### config.mk
export PLATFORM = sky130hd
export DESIGN_NAME = float_widen
export DESIGN_NICKNAME = d
export VERILOG_FILES = /design/src/rtl/fp_widen_pkg.sv /design/src/rtl/float_widen.sv
export SDC_FILE = /design/constraint.sdc
export NUM_CORES = 1
export LEC_CHECK = 0
export ABC_CLOCK_PERIOD_IN_PS = 3900
export CAP_MARGIN = 5
export CORE_MARGIN = 2
export CORE_UTILIZATION = 44
export CTS_BUF_LIST = sky130_fd_sc_hd__clkbuf_4
export DETAILED_ROUTE_END_ITERATION = 12
export PLACE_DENSITY_LB_ADDON = 0.15
export SYNTH_ARGS = -nofsm -noshare
export SYNTH_HDL_FRONTEND = slang
export SYNTH_SLANG_ARGS = --single-unit
export TNS_END_PERCENT = 100
### constraint.sdc
create_clock -name clock -period 3.9 [get_ports clock]
set_clock_uncertainty 0.2 [all_clocks]
set_input_delay 0.78 -clock clock [delete_from_list [all_inputs] [get_ports clock]]
set_output_delay 0.78 -clock clock [all_outputs]
set_load 0.01 [all_outputs]
### src/rtl/fp_widen_pkg.sv
// fp_widen_pkg: shared FSM states, bias helpers and class decode for float_widen
package fp_widen_pkg;
  typedef enum logic [1:0] {GET_A, CONVERT, NORMALISE, PUT_RESULT} state_e;
  function automatic int bias(input int exp_w);
    return (1 << (exp_w - 1)) - 1;
  endfunction
  // Output exponent of an input subnormal before any normalising shift.
  function automatic int subnormal_start_exp(input int in_exp, input int out_exp);
    return bias(out_exp) - bias(in_exp) + 1;
  endfunction
  function automatic logic is_nan(input logic exp_ones, input logic man_nz);
    return exp_ones & man_nz;
  endfunction
  function automatic logic is_inf(input logic exp_ones, input logic man_nz);
    return exp_ones & ~man_nz;
  endfunction
  function automatic logic is_zero(input logic exp_zero, input logic man_nz);
    return exp_zero & ~man_nz;
  endfunction
  function automatic logic is_sub(input logic exp_zero, input logic man_nz);
    return exp_zero & man_nz;
  endfunction
endpackage

### src/rtl/float_widen.sv
// float_widen: exact IEEE-754 widening converter with stb/ack handshakes
//   clock/rst                        rising-edge clock, synchronous active-high reset
//   input_a/_stb/_ack                source operand handshake
//   output_result/_stb/_ack          converted value handshake
module float_widen
  import fp_widen_pkg::*;
#(
  parameter int IN_EXP    = 8,
  parameter int IN_MAN    = 23,
  parameter int OUT_EXP   = 11,
  parameter int OUT_MAN   = 52,
  parameter int QUIET_NAN = 0,
  parameter int FTZ       = 0
) (
  input  logic                         clock,
  input  logic                         rst,
  input  logic [IN_EXP+IN_MAN:0]       input_a,
  input  logic                         input_a_stb,
  output logic                         input_a_ack,
  output logic [OUT_EXP+OUT_MAN:0]     output_result,
  output logic                         output_result_stb,
  input  logic                         output_result_ack
);
  localparam int IW = 1 + IN_EXP + IN_MAN;
  localparam int OW = 1 + OUT_EXP + OUT_MAN;
  localparam logic [OUT_EXP-1:0] EXP_ADJ = OUT_EXP'(bias(OUT_EXP) - bias(IN_EXP));
  localparam logic [OUT_EXP-1:0] SUB_EXP = OUT_EXP'(subnormal_start_exp(IN_EXP, OUT_EXP));
  localparam logic [OUT_MAN-1:0] QBIT = OUT_MAN'(1) << (OUT_MAN - 1);
  if (!(OUT_EXP > IN_EXP && OUT_MAN >= IN_MAN)) begin : g_param_check
    $error("float_widen: output format must be strictly wider in exponent and no narrower in mantissa");
  end
  state_e state_q, state_d;
  logic [IW-1:0] a_q, a_d;
  logic [OUT_EXP-1:0] wexp_q, wexp_d;
  logic [OUT_MAN:0] wman_q, wman_d;
  logic [OW-1:0] res_q, res_d;
  logic ack_q, ack_d, stb_q, stb_d;
  logic sign, exp_ones, exp_zero, man_nz, nan, inf, zero, sub, flush;
  logic [IN_EXP-1:0] a_exp;
  logic [IN_MAN-1:0] a_man;
  logic [OUT_MAN-1:0] man_ext, cls_man;
  logic [OUT_EXP-1:0] cls_exp;
  logic [OUT_MAN:0] conv_man;
  assign sign     = a_q[IW-1];
  assign a_exp    = a_q[IN_MAN +: IN_EXP];
  assign a_man    = a_q[IN_MAN-1:0];
  assign exp_ones = &a_exp;
  assign exp_zero = ~|a_exp;
  assign man_nz   = |a_man;
  assign nan      = is_nan(exp_ones, man_nz);
  assign inf      = is_inf(exp_ones, man_nz);
  assign zero     = is_zero(exp_zero, man_nz);
  assign sub      = is_sub(exp_zero, man_nz);
  assign flush    = zero | (sub & (FTZ != 0));
  assign man_ext  = OUT_MAN'(a_man) << (OUT_MAN - IN_MAN);
  assign cls_exp  = (nan | inf) ? '1 : flush ? '0 : sub ? SUB_EXP : OUT_EXP'(a_exp) + EXP_ADJ;
  assign cls_man  = flush ? '0 : (nan && QUIET_NAN != 0) ? (man_ext | QBIT) : man_ext;
  // Bit OUT_MAN of the work mantissa is the "normalised" flag: every class except a
  // live subnormal enters NORMALISE with it already set and finishes in one step.
  assign conv_man = (sub && !flush) ? {1'b0, man_ext} : {1'b1, cls_man};
  always_comb begin
    state_d = state_q;
    a_d     = a_q;
    wexp_d  = wexp_q;
    wman_d  = wman_q;
    res_d   = res_q;
    ack_d   = ack_q;
    stb_d   = stb_q;
    case (state_q)
      GET_A: begin
        ack_d = 1'b1;
        if (ack_q && input_a_stb) begin
          a_d     = input_a;
          ack_d   = 1'b0;
          state_d = CONVERT;
        end
      end
      CONVERT: begin
        wexp_d  = cls_exp;
        wman_d  = conv_man;
        state_d = NORMALISE;
      end
      NORMALISE: begin
        if (wman_q[OUT_MAN]) begin
          res_d   = {sign, wexp_q, wman_q[OUT_MAN-1:0]};
          stb_d   = 1'b1;
          state_d = PUT_RESULT;
        end else begin
          wman_d = wman_q << 1;
          wexp_d = wexp_q - OUT_EXP'(1);
        end
      end
      default: begin
        if (output_result_ack) begin
          stb_d   = 1'b0;
          ack_d   = 1'b1;
          state_d = GET_A;
        end
      end
    endcase
  end
  always_ff @(posedge clock) begin
    if (rst) begin
      state_q <= GET_A;
      a_q     <= '0;
      wexp_q  <= '0;
      wman_q  <= '0;
      res_q   <= '0;
      ack_q   <= 1'b0;
      stb_q   <= 1'b0;
    end else begin
      state_q <= state_d;
      a_q     <= a_d;
      wexp_q  <= wexp_d;
      wman_q  <= wman_d;
      res_q   <= res_d;
      ack_q   <= ack_d;
      stb_q   <= stb_d;
    end
  end
  assign input_a_ack       = ack_q;
  assign output_result     = res_q;
  assign output_result_stb = stb_q;
endmodule

==> summary.txt <==
GRT
  – Grt met2 use: 31.8%
  – Largest net degree at the start of global routing: 62
  – Met3 usage: 5.50%
  – GRT overflow: 0
  – Vias in the first global route: 5,116
  – First-pass GRT wire length: 24,500 µm
  – GRT busiest layer: met2
  – Initial antenna violation count: 0
  – M1 GR Usage: 28.5%
  – Tot GR Track Use: 20.8%

Logic synthesis
  – Main synth FF type: dfxtp_1
  – Yosys reg bits: 162
  – Cells after Synth: 757
  – Yosys warns: 0
  – Async set-reset flop share out of synthesis: 0%
  – Post-synth EDFFs: 0
  – Post-Syn Area: 0.00607 mm²
  – Synth unique cells: 40
  – Syn_nets: 798
  – Register area share after synthesis: 53.4%
  – Syn Area/Cell: 8.02 µm²

Setup path
  – Type of the worst setup path: flop to flop
  – CP peak stage delay: 700 ps
  – Critical path fanouts, max: 33
  – Worst setup EP type: flop
  – Critical path's most frequent cell: buf_4
  – Crit-path leading delay family: adder cells
  – Startpoint types: flop
  – Arrival time worst endpoint: 3020 ps
  – Worst path bufs/invs: 3
  – Worst-path cell chain: inv_1 -> ha_1 -> nand2b_1 -> buf_4 -> nand2_1 -> buf_4 -> o21ai_0 -> o211ai_2
  – Slowest CP cell: ha_1
  – Worst path required time: 4170 ps
  – Critical Path Stages: 8
  – Reg2Reg Depth: 8

Clock tree
  – Hold-fix buffers, CTS: 0
  – Clock sink total: 162
  – Root buffer cell: clkbuf_4
  – CTS H-tree lvls: 4
  – CTS Buf Count: 17
  – Post-cts sizing count: 0
  – Post-CTS Setup Repair Bufs: 0
  – CTS tree: done
  – CTS clk-pin slew, worst paths: 120 ps
  – Buffer depth of the longest clock path: 2
  – Clk Latency, worst-skew pair: 570 ps

Power
  – Switching portion of total power: 34.0%
  – Peak supply drop: 0.000293 V
  – PwrDens: 565 mW/mm²
  – Leak: 0.00255 µW
  – Combinational share of power: 24.9%
  – Internal power: 2800 µW
  – Seq pwr share: 50.3%
  – Clock share of power: 24.8%
  – NetSw: 1440 µW

Die
  – Initial Util: 45.5%
  – Rows: 42
  – Core box area: 0.0133 mm²
  – Die Span Y: 121 µm
  – I/O pin cnt: 102
  – Die area: 0.0148 mm²
  – Die width: 121 µm

Routing
  – Final antenna-violating net count: 0
  – DR vias/cell: 5.36
  – Number of DRC markers in iteration 0: 357
  – Via count: 5,460
  – # DRC: 0
  – WL final: 14,600 µm
  – Drt first pass iters: 5
  – Routed WL per cell: 14.4 µm

Min path
  – Worst Hold Depth: 2
  – Hold crit path type: flop to flop

STA
  – Pins over their slew limit: 0
  – Final setup viols: 0
  – Relative slew slack: 44.6%
  – Max Clock Freq: 364 MHz
  – Post-route setup TNS: 0 ps
  – Final Cycle Share: 70.5%
  – Worst setup margin: 1150 ps
  – RSZ-0062 raised after global routing: false
  – Worst slew pin tran: 831 ps
  – Min cycle time layout: 2750 ps
  – Final hold violations: 0

Placed design
  – Gp weighted congestion: 0.851
  – Setup WS pre-CTS: 1220 ps
  – Placed cells: 988
  – DP Wirelength: 9870 µm
  – I/O Buffers: 100

Finish
  – Final #Nets: 872
  – Post-Layout Cell Count: 1,019
  – Layout fillers: 1,308
  – Layout cells sized above 1: 6.29%
  – Area Overhead vs Synth: 23.3%
  – Diode count: 0

Outcome
  – Status: completed

Flow run
  – Max-cap violations: 0
kinds of logic after synthesis:
| kind of cell | count (synthesis) | synth area share, % |
|---|---|---|
| other | 1 | 0.0617 |
| adder cells (fa/ha/maj) | 5 | 1.03 |
| buffers and inverters | 66 | 4.14 |
| AO/OA/AOI/OAI | 191 | 18.6 |
| multiplexers | 2 | 0.350 |
| AND/OR/NAND/NOR | 330 | 22.4 |
| flip-flops | 162 | 53.4 |
tightest hold or removal path, cell delays in order (launching register included):
cell,delay [ps]
dfxtp_1,330
nand2_1,50
a21oi_1,50
registers in the layout, summed over array words and instances, names as in the netlist:
| signal | flops |
|---|---|
| state_q | 2 |
| output_result | 63 |
| input_a_ack | 1 |
| output_result_stb | 1 |
| wexp_q | 11 |
| a_q | 32 |
| wman_q | 52 |
power by group through the flow:
stage               clock (µW)  sequential, µW  combinational (µW)
floorplan                    0            2070                 810
global placement             0            2150                1010
detailed placement           0            2160                1050
CTS                       1070            2120                1050
global route              1150            2160                1190
finish                    1050            2130                1060
through the flow:
stage	utilization (%)	hold WS (ps)	total power, µW	cell area, µm²
floorplan	-	232	2880	6070
global placement	53.9	244	3160	7190
detailed placement	53.9	247	3200	7190
CTS	56.1	264	4240	7490
global route	56.1	285	4510	7490
finish	56.1	260	4230	7490
final timing paths:
| path | startpoint | end | slack [ps] |
|---|---|---|---|
| max | state_q[0] | wexp_q[9] | 1150 |
| min | output_result[15] | output_result[15] | 260 |
| max reg2reg | state_q[0] | wexp_q[9] | 1150 |
| min reg2reg | output_result[15] | output_result[15] | 260 |
metal layers:
metal	share of wire, %	vias to the layer above
li1	-	2730
met4	1.2	0
met3	5.8	12
met1	48	2578
met2	45	140
met5	0	-
layout by cell type, fill, tap and decap left out, drive strengths merged, types with 4 or more instances in the layout:
cell type and n:
o21ai 12, nand2 203, nor4 9, clkbuf 17, o22ai 25, nor2 68, nor3 29, buf 14
a21oi 107, inv 8, dfxtp 162, a311oi 4, clkdlybuf4s50 99, or4 4, clkinv 9, bufinv 4
ha 5, a22oi 27
Yosys cell counts (all sizes together) (2+ instances only):
master,instances,area (µm²)
a311oi,4,35.0
ha,5,62.6
o21a,3,22.5
o22ai,25,156
nor3,29,145
nor4,9,56.3
or3,3,20.0
inv,8,30.0
a21oi,107,536
nand4,3,18.8
clkbuf,57,214
o221a,2,22.5
nor2,68,255
and3,3,18.8
nor2b,2,12.5
o21ai,12,60.1
nand2b,3,18.8
nand2,203,762
a22oi,27,203
dfxtp,162,3240
or4,4,33.8
o211ai,2,20.0
a211oi,2,15.0
layout make-up:
class / instances / area (µm²) / area share [%]
sequential: 162 / 3240 / 43.3
inverter: 8 / 30.0 / 0.401
multi-input combinational: 529 / 2590 / 34.6
tap: 176 / 220 / 2.94
clock inverter: 14 / 170 / 2.27
clock buffer: 17 / 128 / 1.70
timing repair buffer: 113 / 1110 / 14.8
Note: power is estimated with default switching activity, not from simulation.
